--- src/rtl/pmem_write_buffer.sv ---
// Line-granular write-back buffer between L2 and physical memory: evictions are
// absorbed into a small FIFO and drained in the background; read misses bypass it.
module pmem_write_buffer #(
  parameter int DEPTH    = 2,
  parameter int s_offset = 5,
  parameter int s_line   = 256,
  localparam int PW      = $clog2(DEPTH),
  localparam int CW      = $clog2(DEPTH + 1)
) (
  input  logic              clk,
  input  logic              rst_n,
  input  logic              mem_read,
  input  logic              mem_write,
  input  logic [31:0]       mem_address,
  input  logic [s_line-1:0] mem_wdata,
  output logic [s_line-1:0] mem_rdata,
  output logic              mem_resp,
  output logic              pmem_read,
  output logic              pmem_write,
  output logic [31:0]       pmem_address,
  output logic [s_line-1:0] pmem_wdata,
  input  logic [s_line-1:0] pmem_rdata,
  input  logic              pmem_resp,
  output logic [CW-1:0]     o_dbg_count,
  output logic [1:0]        o_dbg_u_state,
  output logic              o_dbg_d_state
);

  localparam int LW = 32 - s_offset;
  localparam logic [31:0] LINE_MASK = ~((32'd1 << s_offset) - 32'd1);

  typedef enum logic [1:0] {U_IDLE, U_WAIT, U_RD, U_RESP} u_state_t;
  typedef enum logic {D_IDLE, D_WR} d_state_t;

  // Upstream (L2 side) and downstream (memory side) both follow one handshake:
  // a request is held high until the responder pulses resp for exactly one
  // cycle; data accompanying a request stays stable until that pulse.

  u_state_t          r_u_state;
  d_state_t          r_d_state;
  logic [LW-1:0]     r_line  [DEPTH];
  logic [s_line-1:0] r_data  [DEPTH];
  logic [DEPTH-1:0]  r_valid;
  logic [PW-1:0]     r_head;
  logic [PW-1:0]     r_tail;
  logic [CW-1:0]     r_count;

  logic              r_mem_resp;
  logic [s_line-1:0] r_mem_rdata;
  logic              r_pmem_read;
  logic              r_pmem_write;
  logic [31:0]       r_rd_addr;
  logic [31:0]       r_wr_addr;
  logic [s_line-1:0] r_pmem_wdata;

  logic [31:0]   w_line_addr;
  logic [LW-1:0] w_req_line;
  logic          w_hit;
  logic [PW-1:0] w_hit_idx;
  logic          w_u_idle;
  logic          w_head_busy;
  logic          w_coal;
  logic          w_enq;
  logic          w_rd_hit;
  logic          w_rd_miss;
  logic          w_deq;
  logic          w_drain_go;

  assign w_line_addr = mem_address & LINE_MASK;
  assign w_req_line  = mem_address[31:s_offset];

  // Line addresses in the buffer are unique, so at most one entry matches.
  always_comb begin
    w_hit     = 1'b0;
    w_hit_idx = '0;
    for (int i = 0; i < DEPTH; i++) begin
      if (r_valid[i] && (r_line[i] == w_req_line)) begin
        w_hit     = 1'b1;
        w_hit_idx = PW'(i);
      end
    end
  end

  assign w_u_idle    = (r_u_state == U_IDLE);
  assign w_head_busy = (r_d_state == D_WR) && w_hit && (w_hit_idx == r_head);
  assign w_coal      = w_u_idle && mem_write && w_hit && !w_head_busy;
  assign w_enq       = w_u_idle && mem_write && !w_hit && (r_count < CW'(DEPTH));
  assign w_rd_hit    = w_u_idle && mem_read && w_hit;
  assign w_rd_miss   = w_u_idle && mem_read && !w_hit;
  assign w_deq       = (r_d_state == D_WR) && pmem_resp;
  assign w_drain_go  = (r_d_state == D_IDLE) && (r_count != '0) &&
                       (r_u_state != U_WAIT) && (r_u_state != U_RD);

  always_ff @(posedge clk) begin
    if (w_enq) begin
      r_line[r_tail] <= w_req_line;
      r_data[r_tail] <= mem_wdata;
    end else if (w_coal) begin
      r_data[w_hit_idx] <= mem_wdata;
    end
  end

  // An enqueue never targets the head entry while a dequeue is possible,
  // so the two valid-bit updates below never collide.
  always_ff @(posedge clk or negedge rst_n) begin
    if (!rst_n) begin
      r_valid <= '0;
      r_head  <= '0;
      r_tail  <= '0;
      r_count <= '0;
    end else begin
      if (w_enq) begin
        r_valid[r_tail] <= 1'b1;
        r_tail          <= r_tail + 1'b1;
      end
      if (w_deq) begin
        r_valid[r_head] <= 1'b0;
        r_head          <= r_head + 1'b1;
      end
      case ({w_enq, w_deq})
        2'b10:   r_count <= r_count + 1'b1;
        2'b01:   r_count <= r_count - 1'b1;
        default: r_count <= r_count;
      endcase
    end
  end

  always_ff @(posedge clk or negedge rst_n) begin
    if (!rst_n) begin
      r_u_state   <= U_IDLE;
      r_mem_resp  <= 1'b0;
      r_mem_rdata <= '0;
      r_pmem_read <= 1'b0;
      r_rd_addr   <= '0;
    end else begin
      case (r_u_state)
        U_IDLE: begin
          if (w_coal || w_enq) begin
            r_u_state  <= U_RESP;
            r_mem_resp <= 1'b1;
          end else if (w_rd_hit) begin
            r_u_state   <= U_RESP;
            r_mem_resp  <= 1'b1;
            r_mem_rdata <= r_data[w_hit_idx];
          end else if (w_rd_miss) begin
            r_u_state <= U_WAIT;
            r_rd_addr <= w_line_addr;
          end
        end
        U_WAIT: begin
          // Let an in-flight drain write finish before taking the port.
          if (r_d_state == D_IDLE) begin
            r_u_state   <= U_RD;
            r_pmem_read <= 1'b1;
          end
        end
        U_RD: begin
          if (pmem_resp) begin
            r_u_state   <= U_RESP;
            r_pmem_read <= 1'b0;
            r_mem_rdata <= pmem_rdata;
            r_mem_resp  <= 1'b1;
          end
        end
        U_RESP: begin
          r_u_state  <= U_IDLE;
          r_mem_resp <= 1'b0;
        end
        default: r_u_state <= U_IDLE;
      endcase
    end
  end

  always_ff @(posedge clk or negedge rst_n) begin
    if (!rst_n) begin
      r_d_state    <= D_IDLE;
      r_pmem_write <= 1'b0;
      r_wr_addr    <= '0;
      r_pmem_wdata <= '0;
    end else begin
      case (r_d_state)
        D_IDLE: begin
          if (w_drain_go) begin
            r_d_state    <= D_WR;
            r_pmem_write <= 1'b1;
            r_wr_addr    <= {r_line[r_head], {s_offset{1'b0}}};
            // A coalesce into the head on this same edge must not be lost.
            r_pmem_wdata <= (w_coal && (w_hit_idx == r_head)) ? mem_wdata
                                                              : r_data[r_head];
          end
        end
        D_WR: begin
          if (pmem_resp) begin
            r_d_state    <= D_IDLE;
            r_pmem_write <= 1'b0;
          end
        end
        default: r_d_state <= D_IDLE;
      endcase
    end
  end

  assign mem_resp      = r_mem_resp;
  assign mem_rdata     = r_mem_rdata;
  assign pmem_read     = r_pmem_read;
  assign pmem_write    = r_pmem_write;
  assign pmem_address  = r_pmem_read ? r_rd_addr : r_wr_addr;
  assign pmem_wdata    = r_pmem_wdata;
  assign o_dbg_count   = r_count;
  assign o_dbg_u_state = r_u_state;
  assign o_dbg_d_state = r_d_state;

endmodule

--- config.mk ---
export PLATFORM = sky130hd
export DESIGN_NAME = pmem_write_buffer
export DESIGN_NICKNAME = d
export VERILOG_FILES = /design/src/rtl/pmem_write_buffer.sv
export SDC_FILE = /design/constraint.sdc
export NUM_CORES = 2
export LEC_CHECK = 0
export ABC_CLOCK_PERIOD_IN_PS = 28600
export CAP_MARGIN = 20
export CORE_AREA = 5 5 427 429
export CTS_BUF_LIST = sky130_fd_sc_hd__clkbuf_16
export CTS_CLUSTER_DIAMETER = 50
export DETAILED_ROUTE_END_ITERATION = 8
export DIE_AREA = 0 0 432 434
export GPL_TIMING_DRIVEN = 0
export PLACE_DENSITY_LB_ADDON = 0.3
export SLEW_MARGIN = 15
export SYNTH_ARGS = -nofsm -noshare
export SYNTH_HDL_FRONTEND = slang
export SYNTH_SLANG_ARGS = --single-unit
--- constraint.sdc ---
create_clock -name clk -period 28.6 [get_ports clk]
set_clock_uncertainty 0.05 [all_clocks]
set_input_delay 5.72 -clock clk [delete_from_list [all_inputs] [get_ports clk]]
set_output_delay 5.72 -clock clk [all_outputs]
set_load 0.05 [all_outputs]
# ---- Yosys cells after proc, flatten, opt, wreduce, memory -nomap -nowiden
# Memory sizes are Yosys's and may differ from the RTL's. A register that Yosys moved wholly into a read port is not among the register bits.
# Cells that the tools add are included.
dict set report word_totals {
  regBits 552
  latchBits 0
  ramBits 566
  mem_bits_ro 0
  inputBits 549
  out_inout_bits 552
  word_cells 129
  memories 2
}
dict set report op_classes {
  n_addsub 4
  n_mul 0
  div_mod_pow 0
  n_lt_le_gt_ge 5
  n_eq_ne 19
  shifts 0
  mux 42
  bitwise 7
  reduce_logical 37
}
# memory depth width rd rd_ports_with_merged_regs wr line_no
set memory_table {}
lappend memory_table {r_data 2 256 2 1 1 42} ;# logic [s_line-1:0] r_data [DEPTH];
lappend memory_table {r_line 2 27 3 1 1 41} ;# logic [LW-1:0] r_line [DEPTH];
# op n
set op_table {}
lappend op_table {{2-to-1 mux 256 bit} 5}
lappend op_table {{one-hot mux 256 bit (2 select lines)} 1}
lappend op_table {{OR reduction 256 bit} 1}
lappend op_table {{== test 27 bit} 2}
lappend op_table {{2-to-1 mux 32 bit} 1}
lappend op_table {{2-to-1 mux 1 bit} 20}
lappend op_table {{logical AND 1 bit} 18}
lappend op_table {{2-to-1 mux 2 bit} 7}
lappend op_table {{inequality test 2 bit, second input constant} 6}
lappend op_table {{AND reduction 3 bit} 3}
lappend op_table {{one-hot mux 2 bit (4 select lines)} 1}
lappend op_table {{AND reduction 4 bit} 2}
lappend op_table {{nonzero test 2 bit} 4}
lappend op_table {{== test 2 bit, second input constant} 3}
lappend op_table {{one-hot mux 1 bit (2 select lines)} 3}
lappend op_table {{== test 2 x 1 -> 1 bit, second input constant} 2}
lappend op_table {{logical NOT 1 bit} 4}
lappend op_table {{less-than comparator 1 x 2 -> 1 bit, second input constant} 2}
lappend op_table {{inequality test 2 x 1 -> 1 bit, second input constant} 2}
lappend op_table {{inequality test 4 x 1 -> 1 bit, second input constant} 1}
lappend op_table {{one-hot mux 2 bit (2 select lines)} 1}
lappend op_table {{AND reduction 2 bit} 2}
lappend op_table {{inequality test 3 x 1 -> 1 bit, second input constant} 1}
lappend op_table {{inverter 1 bit} 3}
lappend op_table {{other kinds (15)} 19}

# ---- Longest topological paths before layout
# An unclocked memory read counts as a cell.
dict set report logic_depth {
  ltp_word 14
  mapped_depth 11
  mapped_depth_nobuf 9
}

# ---- Worst setup path before layout
# No wires, ideal clock.
dict set report synth_path {
  path_type {input port to flip-flop}
  startpoint {in mem_address[6]}
  endpoint {mem r_data[0][0] (enable)}
  setup_time_ns 0.909
  t_arrival_ns 18.657
  t_required_ns 27.641
  path_slack_ns 8.984
  stages 10
  path_buffers 3
  path_cell_list {xnor2_1 nand4_1 or4_1 or2_0 clkbuf_1 clkbuf_1 clkbuf_1 o21ai_0 nand2_1 nor2b_1}
}
dict set report synth_via {
  elab_chain_len 13
  word_cells_on_any_way 24
  cone_classes {3 x eq/ne; 10 x mux; 11 x reduce/logical}
}
# item line_no
set synth_lines {}
lappend synth_lines {{start: declaration} 14} ;# input logic [31:0] mem_address,
lappend synth_lines {{== test 27 bit} 77} ;# if (r_valid[i] && (r_line[i] == w_req_line)) begin
lappend synth_lines {{logical AND 1 bit} 77}
lappend synth_lines {{2-to-1 mux 1 bit (2 in series)} 77}
lappend synth_lines {{logical AND 1 bit (2 in series)} 85} ;# assign w_head_busy = (r_d_state == D_WR) && w_hit && (w_hit_idx == r_head);
lappend synth_lines {{logical NOT 1 bit} 86} ;# assign w_coal = w_u_idle && mem_write && w_hit && !w_head_busy;
lappend synth_lines {{logical AND 1 bit} 86}
lappend synth_lines {{2-to-1 mux 1 bit} 98} ;# end else if (w_coal) begin
lappend synth_lines {{2-to-1 mux 1 bit} 95} ;# if (w_enq) begin
lappend synth_lines {{2-to-1 mux 1 bit (not written as such)} 99} ;# r_data[w_hit_idx] <= mem_wdata;
lappend synth_lines {{OR reduction 256 bit (no source line)} -}
lappend synth_lines {{2-to-1 mux 1 bit (no source line)} -}
lappend synth_lines {{end: declaration} 42}
# Parallel ways exist; a longest one is shown, timed or not.

==> impl_metrics.ini <==
[sta]
fmax_mhz = 96.7
hold_viol_final = 0
maxSlewViolCount = 0
hold_ws_ns = 0.423
layout_min_cycle_time_ns = 10.34
relSlewSlack_pct = 27.9
rsz0062_at_grt = false
setup_viol = 0
max_slew.worst_pin.slew_ns = 1.08
final.setup.tns_ns = 0
fin_crit_sh_pct = 36.2

[critical_path]
cp.required_ns = 22.83
end_kind = primary output
cp-start-kind = flop
crit_arrival_ns = 4.57
reg2reg_depth = 14
crit_type = reg2out
path_common_cell = clkbuf_1
cp_max_fo = 10
crit_path_max_incr_delay_ns = 0.98
reg2reg_to = r_data[1][168]
cpMaxStageDelayCell = clkdlybuf4s50_1
reg2reg_slack_ns = 23.41
r2r_start = r_line[1][1]
crit_chain = clkbuf_1, clkbuf_1, clkbuf_1, mux2_2, clkdlybuf4s50_1

[floorplanning]
rows = 155
initial_utilization_pct = 32.8
die_y_um = 434
fp.dieW_um = 432
io_pins = 1101
die-area_um2 = 187000
core_area_um2 = 178000

[routing]
firstDrtPassIters = 5
drt-vias-per-instance = 4.93
wl_met1_um = 85200
drc = 0
wl_met2_um = 110000
drt_iter0_drc = 2504
dr_wl_met3_um = 14700
via_count = 38800
ant_nets = 0
totalWireLength_um = 220000
top_layer = met5
avgRoutedWirePerCell_um = 28.0

[finish]
layoutNonFillerInstCount = 7861
finish.utilization_pct = 44.5
syn_to_final_growth_pct = 35.9
fin_nets = 5855
nFillCells = 16000
drive_gt1_share_pct = 14.6

[synthesis]
yosys_warnings = 0
syn_area_um2 = 58300
synth_ff_type = edfxtp_1
yosysMostFrequentCell = edfxtp_1
ys_types = 39
yosys-top-cells-count = 822 x edfxtp_1, 579 x dfrtp_1, 550 x nand2_1
yosysTopAreaCell = edfxtp_1
syn_inst = 3980
synth_top_area_share_pct = 42.4
synth_area_leaders = edfxtp_1 42%, dfrtp_1 25%, mux2i_1 9.3%, mux2_2 6.3%, o21ai_0 4.7%
ys_ff_latch = 1401
yosysSeqAreaShare_pct = 67.2
synth_enable_flop_cells = 822
synth_area_per_cell_um2 = 14.6
async_flop_share_pct = 41.3

[grt]
grt_antenna_before_repair = 79
grt_usage_pct = 22.7
first_global_vias = 40400
grt_pass1_wl_um = 304000
gr-total-overflow = 0
grt_max_degree = 89

[place]
place.gp.congestion = 0.923
io_buffers = 1090
dp_cells = 7479
hpwlAfterDp_um = 165000

[status]
status = completed

[clock_tree]
cts_tree = done
root_buffer = clkbuf_16
cts_htree_levels = 4
clk_pin_slew_ns = 0.06
clk_latency_ns = 0.82
numCtsBuffers = 172
clock-sinks = 1401
cts_setup_buffers = 0
hold_buffers = 0
cts_resized = 0
cts_buffer_depth = 3

[hold_path]
holdPathStages = 2
hold_class = reg2reg

[power]
p_total_mw = 10.4
power-per-cell-area_nw_per_um2 = 131
power.leakage_nw = 31.9
max-vdd-ir-drop_mv = 0.0766

[job]
cap_viol_max_count = 0
==> logic make-up (layout without fill, tap and decap cells) <==
family	Yosys count	in the layout	share of synthesized area (%)
multiplexers	1109	1109	20.9
AND/OR/NAND/NOR	587	587	3.90
buffers and inverters	259	1723	2.05
flip-flops	1401	1401	67.2
other	1	63	0.00644
XOR/XNOR	59	59	0.887
adder cells (fa/ha/maj)	6	6	0.129
AO/OA/AOI/OAI	558	558	4.88
==> critical path: cells and delay by family, from the launching register on <==
family	cells	cell delay [ns]
muxes	1	0.36
buffers and inverters	4	3.06
DFF	1	0.33
==> final cells by class <==
| class | count | area (µm²) | share of cell area, % |
|---|---|---|---|
| Antenna cell | 58 | 145 | 0.183 |
| Buffer | 250 | 1180 | 1.49 |
| Clock buffer | 175 | 4380 | 5.53 |
| Clock inverter | 147 | 1290 | 1.63 |
| Inverter | 9 | 41.3 | 0.0521 |
| Multi-Input combinational cell | 2324 | 17900 | 22.7 |
| Sequential cell | 1401 | 39200 | 49.5 |
| Tap cell | 2355 | 2950 | 3.72 |
| Timing Repair Buffer | 1142 | 12100 | 15.3 |
==> layout by cell type (no fill, tap or decap), drive strengths merged <==
cell           netlist  routed
xnor2               47      47
or3                  1       1
mux2i              541     541
or4                  2       2
nor2b                1       1
a31oi                2       2
ha                   6       6
conb                 1       5
edfxtp             822     822
inv                  9      67
nand3                2       2
nor3                 1       1
o22a                 1       1
a2bb2oi              1       1
or2                  2       2
clkinv               0      63
nand2b               2       2
nand2              552     552
clkbuf             186     361
o211ai               3       3
clkdlybuf4s50        0    1089
nor2                 9       9
nand4               11      11
xor2                12      12
a21boi               1       1
o41ai                1       1
a2bb2o               1       1
o2111ai              1       1
a21oi                2       2
mux2               568     568
bufinv               0      16
clkinvlp             0      10
diode                0      58
o21ai              545     545
nor4                 4       4
buf                 64     117
dfrtp              579     579
==> how the worst max path moves through the flow <==
stage	slack, ns	end	cells past startpoint
5_1_grt	17.91	pmem_wdata[63]	5
6_report	18.26	pmem_wdata[63]	5
3_5_place_dp	17.26	r_data[1][195]	15
4_1_cts	17.85	pmem_wdata[60]	5
3_3_place_gp	-9.42	asynchronous set/reset pin	1
2_1_floorplan	8.98	r_data[0][0]	10
==> per-layer routing <==
| layer | track usage, % | vias up |
|---|---|---|
| met1 | 27.0 | 19700 |
| met3 | 5.92 | 372 |
| met4 | 11.3 | 14 |
| met5 | 0 | - |
| met2 | 38.3 | 1350 |
| li1 | - | 17300 |
==> stage by stage <==
step                      area [µm²]  setup WS, ns
after global placement         72100         -9.42
after detailed placement       73400         17.26
after CTS                      79000         17.85
final                          79200         18.26
after global routing           79200         17.91
after floorplan                58300          8.98
==> report_power, final <==
group | leakage, nW | internal [mW] | total (mW) | switching (mW)
Clock | 2.90 | 1.27 | 2.17 | 0.902
Sequential | 14.6 | 2.88 | 3.20 | 0.313
Combinational | 14.5 | 1.72 | 5.03 | 3.31
(Power assumes the default switching activity.)
